--- src/rtl/imem_boot_loader.sv ---
// Byte-stream program loader for the MIPS instruction memory.
// Assembles framed big-endian words, writes i_mem, releases core on a good checksum.
module imem_boot_loader #(
    parameter int unsigned ADDR_W    = 8,
    parameter logic [31:0] BASE_ADDR = 32'h0000_0000
) (
    input  logic              clock,
    input  logic              reset,
    input  logic              in_valid,
    input  logic [7:0]        in_data,
    output logic              in_ready,
    output logic              imem_we,
    output logic [31:0]       imem_addr,
    output logic [31:0]       imem_wdata,
    output logic              core_reset,
    output logic              done,
    output logic              error,
    output logic [ADDR_W:0]   words_loaded
);

    typedef enum logic [2:0] {
        HDR,
        DATA,
        CSUM,
        DONE,
        ERR
    } state_t;

    localparam logic [32:0] CAP = 33'(1) << ADDR_W;

    state_t          state;
    logic [1:0]      byte_cnt;
    logic [23:0]     partial;
    logic [ADDR_W:0] n_words;
    logic [31:0]     csum;
    logic            rdy_q;

    logic            xfer;
    logic            word_done;
    logic [31:0]     word;
    logic [31:0]     next_addr;
    logic [ADDR_W:0] loaded_inc;

    // Reset gates in_ready combinationally so no byte is taken in the reset cycle.
    assign in_ready   = rdy_q && !reset;
    assign xfer       = in_valid && in_ready;
    assign word_done  = xfer && (byte_cnt == 2'd3);
    assign word       = {partial, in_data};
    assign next_addr  = BASE_ADDR + (32'(words_loaded) << 2);
    assign loaded_inc = words_loaded + (ADDR_W+1)'(1);

    always_ff @(posedge clock) begin
        if (reset) begin
            state        <= HDR;
            rdy_q        <= 1'b1;
            imem_we      <= 1'b0;
            imem_addr    <= BASE_ADDR;
            imem_wdata   <= 32'h0;
            core_reset   <= 1'b1;
            done         <= 1'b0;
            error        <= 1'b0;
            words_loaded <= '0;
            n_words      <= '0;
            byte_cnt     <= 2'd0;
            partial      <= 24'h0;
            csum         <= 32'h0;
        end else begin
            imem_we <= 1'b0;
            if (xfer) begin
                byte_cnt <= byte_cnt + 2'd1;
                partial  <= {partial[15:0], in_data};
            end
            if (word_done) begin
                unique case (state)
                    HDR: begin
                        if ({1'b0, word} > CAP) begin
                            state <= ERR;
                            rdy_q <= 1'b0;
                            error <= 1'b1;
                        end else begin
                            n_words <= word[ADDR_W:0];
                            state   <= (word == 32'h0) ? CSUM : DATA;
                        end
                    end
                    DATA: begin
                        imem_we      <= 1'b1;
                        imem_addr    <= next_addr;
                        imem_wdata   <= word;
                        words_loaded <= loaded_inc;
                        csum         <= csum + word;
                        if (loaded_inc == n_words) begin
                            state <= CSUM;
                        end
                    end
                    CSUM: begin
                        rdy_q <= 1'b0;
                        if (word == csum) begin
                            state      <= DONE;
                            done       <= 1'b1;
                            core_reset <= 1'b0;
                        end else begin
                            state <= ERR;
                            error <= 1'b1;
                        end
                    end
                    DONE: begin
                    end
                    ERR: begin
                    end
                    default: begin
                    end
                endcase
            end
        end
    end

endmodule
--- config.mk ---
export PLATFORM = sky130hd
export DESIGN_NAME = imem_boot_loader
export DESIGN_NICKNAME = d
export VERILOG_FILES = /design/src/rtl/imem_boot_loader.sv
export SDC_FILE = /design/constraint.sdc
export NUM_CORES = 1
export LEC_CHECK = 0
export ABC_AREA = 0
export CAP_MARGIN = 20
export CORE_MARGIN = 3
export CORE_UTILIZATION = 50
export CTS_CLUSTER_DIAMETER = 150
export DETAILED_ROUTE_END_ITERATION = 16
export GPL_ROUTABILITY_DRIVEN = 0
export PLACE_DENSITY = 0.79
export SETUP_SLACK_MARGIN = 0.5
export SYNTH_ARGS = -nofsm -noshare
export SYNTH_HDL_FRONTEND = slang
export SYNTH_SLANG_ARGS = --single-unit
--- constraint.sdc ---
create_clock -name clock -period 9.6 [get_ports clock]
set_input_delay 2.88 -clock clock [delete_from_list [all_inputs] [get_ports clock]]
set_output_delay 2.88 -clock clock [all_outputs]
set_load 0.02 [all_outputs]
* Word level (Yosys, flattened, before mapping) *
Index checks and enable logic that the tools add are counted.

cells by class
  $lt $le $gt $ge = 1
  bitwise operators = 2
  multiplexer cells = 11
  reduce and logical (&&, ||, !) cells = 15
  $add $sub $neg = 3
  eq/ne operators = 8

operators by type and width
  operator                                                         count
  adder 32 bit                                                     1
  equality test 32 bit                                             1
  greater-than comparator 32 x 9 -> 1 bit (second input constant)  1
  logical NOT 32 bit                                               1
  AND reduction 3 bit                                              4
  adder 9 x 1 -> 9 bit (second input constant)                     1
  equality test 9 bit                                              1
  2-to-1 mux 3 bit                                                 3
  one-hot mux 3 bit (3 select lines)                               1
  != test 2 bit (second input constant)                            3
  2-to-1 mux 1 bit                                                 4
  one-hot mux 1 bit (2 select lines)                               2
  AND reduction 4 bit                                              1
  equality test 3 x 1 -> 1 bit (second input constant)             1
  equality test 3 x 2 -> 1 bit (second input constant)             1
  logical AND 1 bit                                                3
  logical NOT 3 bit                                                1
  nonzero test 3 bit                                               1
  adder 2 x 1 -> 2 bit (second input constant)                     1
  equality test 2 bit (second input constant)                      1
  2-to-1 mux 2 bit                                                 1
  NOT 1 bit                                                        2
  AND reduction 2 bit                                              1
  nonzero test 2 bit                                               1
  other kinds (2)                                                  2

storage, ports and cells
  logic and storage cells = 53
  input port bits = 11
  register bits = 125
  output and inout port bits = 78

* Depth between registers and ports, before layout *
Gate-level depths: netlist of run 1.

  depth in word-level cells = 6
  depth in mapped cells = 9
  gate-level depth less buffers = 9

* Worst setup path before layout of run 1 *
Ideal clock, no wire load.

  kind = input -> output
  start = input port reset
  end = output port in_ready
  cell stages on the path = 1
  buffers on the path = 0
  data arrival time = 3.215 ns
  required time = 6.720 ns
  slack = 3.505 ns
  path through = nor2b_1

on the way
  longest elaborated chain between the ends = 2

RTL lines
  item               RTL line  text
  start, declared    8         input logic reset,
  logical NOT 1 bit  45        assign in_ready = rdy_q && !reset;
  logical AND 1 bit  45
  end, declared      11        output logic in_ready,

No other way between the ends.

* Worst setup path in the final report of run 1 *
Same ends and word-level chain as after synthesis.

==> results.yml, run 1 <==
detailed_routing:
  drt-pass1-iter-count: 5
  final_antenna_net_count: 0
  drt-vias-per-instance: 5.79
  drt_iter0_markers: 565
  num_vias: 6389
  detail_route.wl_per_cell_um: 15.6
  drc: 0
  drt-total-wl_um: 17200
cells_and_area:
  final_common_cell: "sky130_fd_sc_hd__nand2_1"
  layout.cell_area.non_filler_um2: 7940
  ff_latch_area_um2: 2500
  antenna_cells: 0
  area_growth_syn_to_layout_pct: 17.1
  layout-drive-gt1-share_pct: 5.05
  design.final.nets: 964
  fillerInstances: 1143
  commonest_non_fill_non_tap_cells_in_the_layout: "sky130_fd_sc_hd__nand2_1 (210), sky130_fd_sc_hd__dfxtp_1 (125), sky130_fd_sc_hd__a21oi_1 (99)"
  final-instance-count-excl-fill: 1103
  multi_input_area_um2: 3920
logic_synthesis:
  synth-seq-area-share_pct: 36.9
  yosysUniqueCellTypes: 68
  yosys-top-cells-area: "sky130_fd_sc_hd__dfxtp_1 (37%), sky130_fd_sc_hd__nand2_1 (12%), sky130_fd_sc_hd__a21oi_1 (7.3%)"
  count_of_mapped_cells_out_of_synthesis: 886
  syn_area_per_cell_um2: 7.66
  yosysWarnings: 0
  synth_seq_cells: 125
  synth_top_cell_area_share_pct: 36.9
  ys_dominant_reg_cell: "sky130_fd_sc_hd__dfxtp_1"
  ys_async_sr_fraction_pct: 0
  synth-edff-count: 0
  synthesis.area_um2: 6780
  post-synth-top-area-cell: "sky130_fd_sc_hd__dfxtp_1"
power:
  intPower_uw: 946
  leakage_uw: 0.00323
  total_switching_power_uw: 291
  power_switching_share_pct: 23.5
  p_seq_share_pct: 43.4
  share_comb_of_total_power_pct: 5.5
  clockPowerShare_pct: 51.1
  power-per-cell-area_nw_per_um2: 156
  vdd_ir_drop_max_v: 0.000126
placement:
  placed_cells_incl_taps: 1072
  dp_hpwl_um: 11700
  io_buffers: 65
  place_ws_ns: 2.97
  post_dp_cell_area_um2: 7350
setup_path:
  rrSetupSlack_ns: 6.64
  crit_path_max_fanout: 2
  critical_path_required_ns: 6.72
  critical_path_arrival_ns: 3.74
  critical_path_class: "input pin to output port"
  critical_path.endpoint_type: "output port"
  worst_setup_path_start_kind: "input pin"
timing:
  layout_min_cycle_time_ns: 6.62
  setup_viol_count_final: 0
  hold_viol: 0
  setup_repair_after_global_routing_missed_its_margin: "no"
  worst_slew_pin_slew_ns: 0.952
  totalNegativeSetupSlack_ns: 0
  period_share_pct: 69.0
  final-max-slew-violation-count: 0
  fmax_ghz: 0.151
  final.hold.worst_slack_ns: 0.442
  relSlewSlack_pct: 36.5
  fin_skew_ns: 0.00833
  setup_ws_ns: 2.98
cts:
  post-cts-setup-buffers: 0
  cts_resized: 0
  clk_root_buffer_cell: "sky130_fd_sc_hd__clkbuf_16"
  total_cts_buffers: 17
  clock_tree.htree_level_count: 4
  cts.reportedPaths.clkPinSlew_ns: 0.05
  clk-insertion-delay-late_ns: 0.42
  cts_num_sinks: 125
  clk_path_buf_depth: 2
  tritoncts_clock_tree: "done"
  hold_buffers: 0
global_routing:
  grt_max_degree: 94
  grt-ovfl-total: 0
  grt_pass1_vias: 5589
  overall_track_demand_over_capacity_in_global_routing_pct: 23.3
  grt_antenna_before_repair: 0
  grt_first_pass_wirelength_um: 27800
worst_hold_path:
  hold_class: "flip-flop to flip-flop"
die:
  ioPinCount: 89
  floorplan_die_width_um: 122
  row_count: 41
  fp.dieH_um: 122
  initial_utilization_pct: 52.5
  floorplan.die_area_um2: 15000
  coreArea_um2: 12900
run:
  max_cap_viol_count: 0
status:
  outcome: "completed"
## power by group through the flow
stage          logic [uW]  clock network (uW)  registers, uW
5_1_grt              75.9                 659            537
2_1_floorplan        57.7                   0            541
6_report             68.6                 631            537
3_3_place_gp         67.1                   0            547
4_1_cts              67.9                 638            536
3_5_place_dp         67.3                   0            547
## metrics by stage
stage                     utilization (%)  power [uW]
after floorplan                         -         599
after global placement               56.9         614
after detailed placement             56.9         614
after CTS                            61.4        1240
after global routing                 61.4        1270
final                                61.4        1240
## registers in the layout, indices dropped and copies added (netlist names)
name / cells
byte_cnt: 2
core_reset: 1
csum: 32
done: 1
error: 1
imem_addr: 9
imem_wdata: 32
imem_we: 1
n_words: 9
partial: 24
rdy_q: 1
state: 3
words_loaded: 9
## critical path, stage by stage
cell	delay (ns)
sky130_fd_sc_hd__buf_2	0.11
sky130_fd_sc_hd__nor2b_1	0.13
sky130_fd_sc_hd__clkdlybuf4s50_1	0.62
## cell usage after synthesis (9+ instances only)
cell type                  instances
sky130_fd_sc_hd__nand3_1          49
sky130_fd_sc_hd__buf_2             9
sky130_fd_sc_hd__nor4_1           17
sky130_fd_sc_hd__a21o_1           13
sky130_fd_sc_hd__o21ai_0          30
sky130_fd_sc_hd__nand4_1          13
sky130_fd_sc_hd__xnor2_1          19
sky130_fd_sc_hd__dfxtp_1         125
sky130_fd_sc_hd__inv_1            10
sky130_fd_sc_hd__a21oi_1          99
sky130_fd_sc_hd__and3_1            9
sky130_fd_sc_hd__mux2i_1          10
sky130_fd_sc_hd__nor2_1           48
sky130_fd_sc_hd__nor3_1           16
sky130_fd_sc_hd__buf_4            25
sky130_fd_sc_hd__nand2_1         210
sky130_fd_sc_hd__clkbuf_1         39
sky130_fd_sc_hd__xor2_1           18
sky130_fd_sc_hd__ha_1             33
## area by class of cell
type | count | share of cell area (%)
multi-input cells | 694 | 49.3
repair buffers | 69 | 8.51
inverters | 12 | 0.567
clock inverters | 10 | 1.45
clock buffers | 21 | 5.92
well taps | 172 | 2.71
flip-flops and latches | 125 | 31.5
## final timing paths
check / startpoint / endpoint / cells past startpoint
worst max-delay path: reset / in_ready / 3
worst min-delay path: core_reset / core_reset / 2
worst max register to register: rdy_q / words_loaded[7] / 9
worst min register to register: core_reset / core_reset / 2
## kinds of logic (layout without fill, tap and decap cells)
kind of cell               after synthesis  after routing  synth area share (%)
AOI/OAI and AO/OA                      198            198                  17.8
xor gates and xnor gates                37             37                  4.78
adders and majority gates               34             34                  6.38
buffers and inverters                   89            112                  6.59
DFF                                    125            125                  36.9
muxes                                   11             11                  1.64
other                                    1             23                0.0553
and+or+nand+nor                        391            391                  25.9
## per-layer routing
| metal | global-route usage (%) | share of wire (%) | vias to the layer above |
|---|---|---|---|
| met5 | 0 | 0 | - |
| met1 | 30.7 | 43 | 2984 |
| li1 | - | - | 3134 |
| met2 | 37.4 | 48 | 227 |
| met3 | 4.98 | 6.9 | 44 |
| met4 | 9.10 | 2.6 | 0 |
No activity file was read; power rests on OpenSTA's default activity.
==> run 2, diff against run 1 <==
==> constraint.sdc (replaced) <==
create_clock -name clock -period 6.1 [get_ports clock]
set_input_delay 1.83 -clock clock [delete_from_list [all_inputs] [get_ports clock]]
set_output_delay 1.83 -clock clock [all_outputs]
set_load 0.02 [all_outputs]
==> results.yml, run 2 (synthesized netlist as in run 1, its figures left out) <==
setup_path:
  worst_setup_path_start_kind: "input pin"
  reg2reg_depth: 8
  critical_path_class: "input pin to output port"
  crit_path_max_fanout: 32
  critical_path_required_ns: 4.27
  critical_path.endpoint_type: "output port"
  critical_path_arrival_ns: 3.00
timing:
  setup_repair_after_global_routing_missed_its_margin: "no"
  hold_viol: 0
  layout_min_cycle_time_ns: 4.83
  fmax_ghz: 0.207
  totalNegativeSetupSlack_ns: 0
  worst_slew_pin_slew_ns: 0.918
  fin_skew_ns: 0.00873
  final-max-slew-violation-count: 0
  setup_viol_count_final: 0
  relSlewSlack_pct: 38.7
  period_share_pct: 79.2
placement:
  post_dp_cell_area_um2: 7380
  dp_hpwl_um: 12400
  placed_cells_incl_taps: 1075
  io_buffers: 65
die:
  coreArea_um2: 12900
  ioPinCount: 89
  row_count: 41
  floorplan.die_area_um2: 15000
  floorplan_die_width_um: 122
  initial_utilization_pct: 52.5
  fp.dieH_um: 122
power:
  clockPowerShare_pct: 51.9
  intPower_uw: 1530
  leakage_uw: 0.00325
  p_seq_share_pct: 42.5
  total_switching_power_uw: 461
  power_switching_share_pct: 23.2
  vdd_ir_drop_max_v: 0.000197
  share_comb_of_total_power_pct: 5.6
  power-per-cell-area_nw_per_um2: 249
global_routing:
  grt_max_degree: 57
  grt_first_pass_wirelength_um: 28600
  grt_antenna_before_repair: 0
  grt_pass1_vias: 5720
  grt-ovfl-total: 0
  overall_track_demand_over_capacity_in_global_routing_pct: 24.0
detailed_routing:
  drt-vias-per-instance: 5.84
  drc: 0
  detail_route.wl_per_cell_um: 16.2
  drt-total-wl_um: 17900
  num_vias: 6457
  drt-pass1-iter-count: 5
  drt_iter0_markers: 675
  final_antenna_net_count: 0
cells_and_area:
  area_growth_syn_to_layout_pct: 17.7
  layout.cell_area.non_filler_um2: 7990
  final_common_cell: "sky130_fd_sc_hd__nand2_1"
  reg_top3: "csum x32, imem_wdata x32, partial x24"
  multi_input_area_um2: 3920
  layout-drive-gt1-share_pct: 5.35
  final-instance-count-excl-fill: 1106
  fillerInstances: 1123
  finish.utilization_pct: 61.8
  design.final.nets: 967
  antenna_cells: 0
  ff_latch_area_um2: 2500
  commonest_non_fill_non_tap_cells_in_the_layout: "sky130_fd_sc_hd__nand2_1 (210), sky130_fd_sc_hd__dfxtp_1 (125), sky130_fd_sc_hd__a21oi_1 (99)"
cts:
  cts_num_sinks: 125
  clock_tree.htree_level_count: 4
  clk_path_buf_depth: 2
  clk_root_buffer_cell: "sky130_fd_sc_hd__clkbuf_16"
  post-cts-setup-buffers: 0
  tritoncts_clock_tree: "done"
  cts_resized: 0
  cts.reportedPaths.clkPinSlew_ns: 0.06
  hold_buffers: 0
  total_cts_buffers: 17
  clk-insertion-delay-late_ns: 0.43
status:
  outcome: "completed"
worst_hold_path:
  hold_class: "flip-flop to flip-flop"
  hold_depth: 2
run:
  max_cap_viol_count: 0
[run 2: metal layers]
| layer | vias up | share of wire (%) | track usage (%) |
|---|---|---|---|
| li1 | 3128 | - | - |
| met1 | 3057 | 43 | 31.2 |
| met2 | 225 | 47 | 39.2 |
| met3 | 47 | 7.1 | 4.29 |
| met4 | 0 | 3.2 | 10.4 |
| met5 | - | 0 | 0 |
[run 2: layout make-up]
class / instances / share of cell area (%)
multi-input cells: 694 / 49.0
flip-flops and latches: 125 / 31.3
repair buffers: 72 / 8.74
clock buffers: 21 / 5.89
well taps: 172 / 2.69
clock inverters: 10 / 1.74
inverters: 12 / 0.564
[run 2: through the flow]
step | total power, uW | worst slack [ns] | hold WS [ns]
2_1_floorplan | 942 | 2.10 | 0.427
3_3_place_gp | 969 | 1.29 | 0.433
3_5_place_dp | 970 | 1.28 | 0.445
4_1_cts | 2000 | 1.26 | 0.453
5_1_grt | 2040 | 1.17 | 0.472
6_report | 1990 | 1.27 | 0.449
[run 2: critical path, stage by stage]
cell	delay, ns
sky130_fd_sc_hd__buf_2	0.46
sky130_fd_sc_hd__nor2b_1	0.13
sky130_fd_sc_hd__clkdlybuf4s50_1	0.57
[run 2: worst paths after layout]
path / to / slack [ns] / start
worst max-delay path: in_ready / 1.27 / reset
worst min-delay path: done / 0.45 / done
worst max register to register: csum[27] / 3.27 / partial[2]
worst min register to register: done / 0.45 / done
[run 2: power by group through the flow]
stage	Combinational, uW	Clock [uW]	Sequential (uW)
floorplan	90.9	0	852
global placement	107	0	862
detailed placement	109	0	861
CTS	109	1040	844
global route	122	1070	845
finish	111	1030	845
